**config.mk**
```make
export PLATFORM = sky130hd
export DESIGN_NAME = mem_request_unit_flat
export DESIGN_NICKNAME = d
export VERILOG_FILES = /design/src/rtl/mem_request_unit_if.sv /design/src/rtl/mem_request_unit.sv /design/src/flat_wrapper.sv
export SDC_FILE = /design/constraint.sdc
export NUM_CORES = 1
export LEC_CHECK = 0
export CORE_UTILIZATION = 45
export CTS_BUF_LIST = sky130_fd_sc_hd__clkbuf_4 sky130_fd_sc_hd__clkbuf_8
export DETAILED_ROUTE_END_ITERATION = 8
export PLACE_DENSITY = 0.9
export SLEW_MARGIN = 5
export SYNTH_ARGS = -nofsm -noshare
export SYNTH_HDL_FRONTEND = slang
export SYNTH_SLANG_ARGS = --single-unit
```
**constraint.sdc**
```tcl
create_clock -name CLK -period 4.1 [get_ports CLK]
set_input_delay 0.82 -clock CLK [delete_from_list [all_inputs] [get_ports CLK]]
set_output_delay 0.82 -clock CLK [all_outputs]
set_load 0.03 [all_outputs]
```
**src/rtl/mem_request_unit_if.sv**
```systemverilog
// Request/response bundle between the datapath, mem_request_unit and the RAM.
// master: the request unit itself; slave: the datapath/RAM side.
interface mem_request_unit_if #(
    parameter int WORD_W = 32,
    parameter int CNT_W  = 16
);
    logic              halt_in;
    logic              iREN;
    logic [WORD_W-1:0] iaddr;
    logic              dREN;
    logic              dWEN;
    logic [WORD_W-1:0] daddr;
    logic [WORD_W-1:0] dstore;
    logic              ihit;
    logic [WORD_W-1:0] iload;
    logic              dhit;
    logic [WORD_W-1:0] dload;
    logic              halt_out;
    logic              mem_err;
    logic              ramREN;
    logic              ramWEN;
    logic [WORD_W-1:0] ramaddr;
    logic [WORD_W-1:0] ramstore;
    logic [WORD_W-1:0] ramload;
    logic [1:0]        ramstate;
    logic [CNT_W-1:0]  icount;
    logic [CNT_W-1:0]  dcount;

    modport master (
        input  halt_in, iREN, iaddr, dREN, dWEN, daddr, dstore,
        input  ramload, ramstate,
        output ihit, iload, dhit, dload, halt_out, mem_err,
        output ramREN, ramWEN, ramaddr, ramstore, icount, dcount
    );

    modport slave (
        output halt_in, iREN, iaddr, dREN, dWEN, daddr, dstore,
        output ramload, ramstate,
        input  ihit, iload, dhit, dload, halt_out, mem_err,
        input  ramREN, ramWEN, ramaddr, ramstore, icount, dcount
    );
endinterface

```
**src/rtl/mem_request_unit.sv**
```systemverilog
// Arbitrates fetch/data requests onto a single-port RAM with bounded retry,
// halt sequencing and saturating per-class access counters.
module mem_request_unit #(
    parameter int WORD_W    = 32,
    parameter int MAX_RETRY = 3,
    parameter int CNT_W     = 16
) (
    input logic                CLK,
    input logic                nRST,
    mem_request_unit_if.master bus
);
    typedef enum logic [2:0] {IDLE, ACC, RETRY, RESP, HALTED} state_t;
    typedef enum logic [1:0] {INSTR, DREAD, DWRITE} kind_t;
    typedef enum logic [1:0] {FREE, BUSY, ACCESS, ERROR} ramstate_t;

    localparam int RW = $clog2(MAX_RETRY + 1);

    state_t            state, state_n;
    kind_t             kind, kind_n;
    ramstate_t         rs;
    logic [RW-1:0]     retry, retry_n;
    logic [WORD_W-1:0] addr, addr_n;
    logic [WORD_W-1:0] store, store_n;
    logic [WORD_W-1:0] iload, iload_n;
    logic [WORD_W-1:0] dload, dload_n;
    logic              err, err_n;
    logic              ren, ren_n;
    logic              wen, wen_n;
    logic [CNT_W-1:0]  icnt, icnt_n;
    logic [CNT_W-1:0]  dcnt, dcnt_n;

    assign rs = ramstate_t'(bus.ramstate);

    always_ff @(posedge CLK) begin
        if (!nRST) begin
            state <= IDLE;
            kind  <= INSTR;
            retry <= '0;
            addr  <= '0;
            store <= '0;
            iload <= '0;
            dload <= '0;
            err   <= 1'b0;
            ren   <= 1'b0;
            wen   <= 1'b0;
            icnt  <= '0;
            dcnt  <= '0;
        end else begin
            state <= state_n;
            kind  <= kind_n;
            retry <= retry_n;
            addr  <= addr_n;
            store <= store_n;
            iload <= iload_n;
            dload <= dload_n;
            err   <= err_n;
            ren   <= ren_n;
            wen   <= wen_n;
            icnt  <= icnt_n;
            dcnt  <= dcnt_n;
        end
    end

    always_comb begin
        state_n = state;
        kind_n  = kind;
        retry_n = retry;
        addr_n  = addr;
        store_n = store;
        iload_n = iload;
        dload_n = dload;
        err_n   = err;
        icnt_n  = icnt;
        dcnt_n  = dcnt;
        unique case (state)
            IDLE: begin
                if (bus.halt_in) begin
                    state_n = HALTED;
                end else if (bus.dWEN || bus.dREN || bus.iREN) begin
                    state_n = ACC;
                    retry_n = '0;
                    store_n = '0;
                    if (bus.dWEN) begin
                        kind_n  = DWRITE;
                        addr_n  = bus.daddr;
                        store_n = bus.dstore;
                    end else if (bus.dREN) begin
                        kind_n = DREAD;
                        addr_n = bus.daddr;
                    end else begin
                        kind_n = INSTR;
                        addr_n = bus.iaddr;
                    end
                end
            end
            ACC: begin
                unique case (rs)
                    ACCESS: begin
                        state_n = RESP;
                        if (kind == INSTR) iload_n = bus.ramload;
                        else if (kind == DREAD) dload_n = bus.ramload;
                        else dload_n = '0;
                    end
                    ERROR: begin
                        if (int'(retry) + 1 < MAX_RETRY) begin
                            retry_n = retry + 1'b1;
                            state_n = RETRY;
                        end else begin
                            err_n   = 1'b1;
                            state_n = HALTED;
                        end
                    end
                    default: ;
                endcase
            end
            RETRY:  state_n = ACC;
            RESP: begin
                state_n = IDLE;
                if (kind == INSTR) begin
                    if (icnt != '1) icnt_n = icnt + 1'b1;
                end else if (dcnt != '1) begin
                    dcnt_n = dcnt + 1'b1;
                end
            end
            HALTED: state_n = HALTED;
            default: state_n = IDLE;
        endcase
        // Strobes follow the next state, so they drop in RETRY/RESP/HALTED.
        ren_n = (state_n == ACC) && (kind_n != DWRITE);
        wen_n = (state_n == ACC) && (kind_n == DWRITE);
    end

    assign bus.ihit     = (state == RESP) && (kind == INSTR);
    assign bus.dhit     = (state == RESP) && (kind != INSTR);
    assign bus.iload    = iload;
    assign bus.dload    = dload;
    assign bus.halt_out = (state == HALTED);
    assign bus.mem_err  = err;
    assign bus.ramREN   = ren;
    assign bus.ramWEN   = wen;
    assign bus.ramaddr  = addr;
    assign bus.ramstore = store;
    assign bus.icount   = icnt;
    assign bus.dcount   = dcnt;
endmodule

```
**src/flat_wrapper.sv**
```systemverilog
// flat-port wrapper written by rule: the top's interface ports become plain ports
module mem_request_unit_flat 
#(
    parameter int WORD_W    = 32,
    parameter int MAX_RETRY = 3,
    parameter int CNT_W     = 16
)
  (CLK, nRST, bus_halt_in, bus_iREN, bus_iaddr, bus_dREN, bus_dWEN, bus_daddr, bus_dstore, bus_ramload, bus_ramstate, bus_ihit, bus_iload, bus_dhit, bus_dload, bus_halt_out, bus_mem_err, bus_ramREN, bus_ramWEN, bus_ramaddr, bus_ramstore, bus_icount, bus_dcount);
  mem_request_unit_if #(.WORD_W(WORD_W), .CNT_W(CNT_W)) bus_i ();
  input logic CLK;
  input logic nRST;
  input wire logic [$bits(bus_i.halt_in)-1:0] bus_halt_in;
  input wire logic [$bits(bus_i.iREN)-1:0] bus_iREN;
  input wire logic [$bits(bus_i.iaddr)-1:0] bus_iaddr;
  input wire logic [$bits(bus_i.dREN)-1:0] bus_dREN;
  input wire logic [$bits(bus_i.dWEN)-1:0] bus_dWEN;
  input wire logic [$bits(bus_i.daddr)-1:0] bus_daddr;
  input wire logic [$bits(bus_i.dstore)-1:0] bus_dstore;
  input wire logic [$bits(bus_i.ramload)-1:0] bus_ramload;
  input wire logic [$bits(bus_i.ramstate)-1:0] bus_ramstate;
  output wire logic [$bits(bus_i.ihit)-1:0] bus_ihit;
  output wire logic [$bits(bus_i.iload)-1:0] bus_iload;
  output wire logic [$bits(bus_i.dhit)-1:0] bus_dhit;
  output wire logic [$bits(bus_i.dload)-1:0] bus_dload;
  output wire logic [$bits(bus_i.halt_out)-1:0] bus_halt_out;
  output wire logic [$bits(bus_i.mem_err)-1:0] bus_mem_err;
  output wire logic [$bits(bus_i.ramREN)-1:0] bus_ramREN;
  output wire logic [$bits(bus_i.ramWEN)-1:0] bus_ramWEN;
  output wire logic [$bits(bus_i.ramaddr)-1:0] bus_ramaddr;
  output wire logic [$bits(bus_i.ramstore)-1:0] bus_ramstore;
  output wire logic [$bits(bus_i.icount)-1:0] bus_icount;
  output wire logic [$bits(bus_i.dcount)-1:0] bus_dcount;
  assign bus_i.halt_in = bus_halt_in;
  assign bus_i.iREN = bus_iREN;
  assign bus_i.iaddr = bus_iaddr;
  assign bus_i.dREN = bus_dREN;
  assign bus_i.dWEN = bus_dWEN;
  assign bus_i.daddr = bus_daddr;
  assign bus_i.dstore = bus_dstore;
  assign bus_i.ramload = bus_ramload;
  assign bus_i.ramstate = bus_ramstate;
  assign bus_ihit = bus_i.ihit;
  assign bus_iload = bus_i.iload;
  assign bus_dhit = bus_i.dhit;
  assign bus_dload = bus_i.dload;
  assign bus_halt_out = bus_i.halt_out;
  assign bus_mem_err = bus_i.mem_err;
  assign bus_ramREN = bus_i.ramREN;
  assign bus_ramWEN = bus_i.ramWEN;
  assign bus_ramaddr = bus_i.ramaddr;
  assign bus_ramstore = bus_i.ramstore;
  assign bus_icount = bus_i.icount;
  assign bus_dcount = bus_i.dcount;
  mem_request_unit #(.WORD_W(WORD_W), .MAX_RETRY(MAX_RETRY), .CNT_W(CNT_W)) u_core (.CLK(CLK), .nRST(nRST), .bus(bus_i));
endmodule
```
==> Flow_metrics.wiki <==
{| class="wikitable"
! Metric !! Value
|-
| Required time at the endpoint of the critical path || 3.28 ns
|-
| CTS Hold Buffers Added || 0
|-
| Clock transition at the register clock pins on the worst setup and hold paths after CTS || 0.09 ns
|-
| Outcome || complete, but fails checks
|-
| Most common cell in the synthesized netlist || sky130_fd_sc_hd__dfxtp_1
|-
| Chip width || 126.3 um
|-
| Final count of hold timing violations || 0
|-
| Diode insertion count for antenna repair || 0
|-
| Failing checks || design-rule violations
|-
| Final Cell Area || 10420 um2
|-
| Overall routing resource usage || 26.26%
|-
| Critical path data arrival time || 2.50 ns
|-
| Gate Count Post-Synth || 812
|-
| Num rows || 45
|-
| Layout cell share with drive strength beyond 1 || 5.041%
|-
| Number of flops mapped to enable cells by yosys || 0
|-
| Dominant delay contributor by cell family on the critical path || buffers and inverters
|-
| Largest fanout on the critical path || 15
|-
| Number of buffers on the longest clock path || 2
|-
| Remaining design rule violation count || 1
|-
| Setup TNS || 0 ns
|-
| Count of buffer and inverter cells on the critical path || 2
|-
| Initial core utilization || 45.90%
|-
| HPWL reported at the end of detailed placement || 14400 um
|-
| Leading area contributor after synthesis || sky130_fd_sc_hd__dfxtp_1
|-
| Hold/Removal Path Class || reg -> reg
|-
| Kind of critical path || reg -> out
|-
| Final standard cell utilization of the core || 68.80%
|-
| IR Drop Worst-Case VDD || 0.0002071 V
|-
| Floorplan core area || 15150 um2
|-
| Routed length per placed instance || 16.43 um
|-
| Number of buffers created by CTS || 17
|-
| Count of yosys warnings during synthesis || 0
|-
| Boundary Pins || 302
|-
| Clock tree from TritonCTS || done
|-
| Primary FF master, synth || sky130_fd_sc_hd__dfxtp_1
|-
| Total Wirelength || 21020 um
|-
| Area added between synthesis and finish || 49.89%
|-
| Starting DRT DRC Count || 490
|-
| Number of H-tree levels || 4
|-
| Type of element capturing the critical path || output pin
|-
| Asr flop ratio synth || 0%
|-
| Clock Latency Late Sink || 0.47 ns
|-
| Area share of the leading cell type in the synthesized netlist || 48.96%
|-
| Area contributors post-synth || sky130_fd_sc_hd__dfxtp_1 (49%), sky130_fd_sc_hd__a22oi_1 (6.9%), sky130_fd_sc_hd__nand2_1 (6.6%), sky130_fd_sc_hd__nor2_1 (5.9%), sky130_fd_sc_hd__a311oi_1 (4.3%)
|-
| Remaining antenna violation count || 0
|-
| Number of setup buffers added after CTS || 0
|-
| Register bit count reported by yosys || 170
|-
| Cell Chain, Critical Path || nor4b_4 -> nand2_1 -> inv_1 -> clkdlybuf4s50_1
|-
| Number of antenna violations at the first check in global routing || 0
|-
| Avg Vias per Cell || 5.618
|-
| Total number of vias || 7185
|-
| Number of pins with negative max-slew slack in the final report || 0
|-
| Top post-synthesis cells by count || sky130_fd_sc_hd__dfxtp_1 (170), sky130_fd_sc_hd__nand2_1 (123), sky130_fd_sc_hd__nor2_1 (110), sky130_fd_sc_hd__a22oi_1 (64), sky130_fd_sc_hd__a21oi_1 (54)
|-
| CP startpoint kind || register
|-
| Total of max-cap violations || 0
|-
| Part of the Yosys area used for sequential elements || 48.96%
|-
| Post-CTS resize count || 0
|-
| Pin count of the biggest net entering global routing || 87
|-
| Gp weighted congestion || 0.8502
|-
| Clk sink count || 170
|-
| Via count of the first global-routing pass || 6720
|-
| Count of buffers inserted at the top-level ports || 301
|-
| Master cell of the clock root buffer || sky130_fd_sc_hd__clkbuf_8
|-
| Critical Path Max Stage Delay || 0.66 ns
|-
| Synth unique cells || 55
|-
| Fillers || 1167
|-
| Static leakage || 3.528 nW
|-
| Final period util || 80.92%
|-
| Number of detailed-routing iterations run before antenna repair || 7
|-
| Wire length of the first global-routing pass || 33400 um
|-
| Area after DPL || 10030 um2
|-
| WHS || 0.4570 ns
|-
| Slowest CP cell || sky130_fd_sc_hd__clkdlybuf4s50_1
|-
| Cell area after synthesis || 6952 um2
|-
| Die area || 15950 um2
|-
| Average cell area after synthesis || 8.561 um2
|-
| Shortest period the worst path allows || 3.318 ns
|-
| Die outline height || 126.3 um
|-
| Final setup fails || 0
|-
| Transition time at the pin with the least slew margin || 1.156 ns
|-
| Setup repair after global routing missed its margin || false
|-
| Setup Skew || 0.01025 ns
|-
| Worst relative slew slack || 22.37%
|-
| PD cells || 347.9 nW/um2
|-
| Post-layout total power || 3.625 mW
|-
| Grt ovf || 0
|-
| Post-Synthesis Net Count || 952
|-
| Highest clock rate || 301.4 MHz
|-
| Net count of the finished layout || 1219
|}
-- placed cells by master, fill, tap and decap left out, types with 10 or more instances in the layout --
cell type and n:
sky130_fd_sc_hd__a21oi_1 54, sky130_fd_sc_hd__a22oi_1 64, sky130_fd_sc_hd__a311oi_1 34, sky130_fd_sc_hd__buf_4 11, sky130_fd_sc_hd__clkbuf_8 17, sky130_fd_sc_hd__clkdlybuf4s50_1 301
sky130_fd_sc_hd__dfxtp_1 170, sky130_fd_sc_hd__inv_1 11, sky130_fd_sc_hd__mux2i_1 12, sky130_fd_sc_hd__nand2_1 123, sky130_fd_sc_hd__nand2b_1 10, sky130_fd_sc_hd__nand3_1 12
sky130_fd_sc_hd__nor2_1 109, sky130_fd_sc_hd__o21ai_0 43, sky130_fd_sc_hd__or4_1 10
-- per-layer routing --
layer  vias up  wire length [um]  part of all wire, %  GRT usage, %
met2       287             10450                   50         44.85
met5         -                 0                    0             0
met3        49              1390                  6.6         7.170
met4         0               711                  3.4         12.26
li1       3450                 -                    -             -
met1      3399              8463                   40         30.62
-- area by class of cell --
type	count	area [um2]	share of cell area (%)
Timing Repair Buffer	313	3115	29.90
Clock inverter	14	160.2	1.537
Clock buffer	17	234.0	2.245
Sequential cell	170	3403	32.66
Multi-Input combinational cell	565	3224	30.94
Tap cell	188	235.2	2.257
Inverter	12	47.55	0.4563
-- path summary, 6_finish.rpt --
| check | startpoint | endpoint | slack (ns) | cells past startpoint |
|---|---|---|---|---|
| worst max-delay path | u_core.state[0]$_SDFF_PN0_ | bus_ihit | 0.78 | 4 |
| worst max register to register | u_core.state[1]$_SDFF_PN0_ | u_core.bus.ramaddr[22]$_SDFFE_PN0P_ | 1.82 | 5 |
| worst min register to register | u_core.bus.mem_err$_SDFFE_PN0P_ | u_core.bus.mem_err$_SDFFE_PN0P_ | 0.46 | 2 |
| worst min-delay path | u_core.bus.mem_err$_SDFFE_PN0P_ | u_core.bus.mem_err$_SDFFE_PN0P_ | 0.46 | 2 |
-- power by group --
part	internal [mW]	total [mW]	switching, mW
combinational	0.301	0.644	0.343
sequential	1.72	1.76	0.0470
clock	0.552	1.22	0.666
-- worst min-delay path, cell delays in order (launching register included) --
cell and delay [ns]:
sky130_fd_sc_hd__dfxtp_1 0.32, sky130_fd_sc_hd__inv_1 0.05, sky130_fd_sc_hd__a21oi_1 0.05
-- sequential cells by signal (all words and copies together), names as in the netlist --
| name | flops |
|---|---|
| u_core.bus.dload | 32 |
| u_core.bus.iload | 32 |
| u_core.bus.ramaddr | 32 |
| u_core.bus.ramstore | 32 |
| u_core.bus.dcount | 16 |
| u_core.bus.icount | 16 |
| u_core.state | 3 |
| u_core.kind | 2 |
| u_core.retry | 2 |
| u_core.bus.mem_err | 1 |
| u_core.bus.ramREN | 1 |
| u_core.bus.ramWEN | 1 |
-- cell families after synthesis --
group | count (synthesis) | share of synthesized area, %
buffers and inverters | 77 | 4.841
AO/OA/AOI/OAI | 230 | 22.26
multiplexers | 12 | 1.728
flip-flops | 170 | 48.96
adder cells (fa/ha/maj) | 4 | 0.7200
AND/OR/NAND/NOR | 319 | 21.49
-- through the flow --
step                instances  setup slack [ns]
floorplan                 812             2.013
detailed placement       1248             1.223
global route             1279            0.5706
global placement         1248             1.328
finish                   1279            0.7822
CTS                      1279            0.7478
Power figures use the tool's default switching activity.
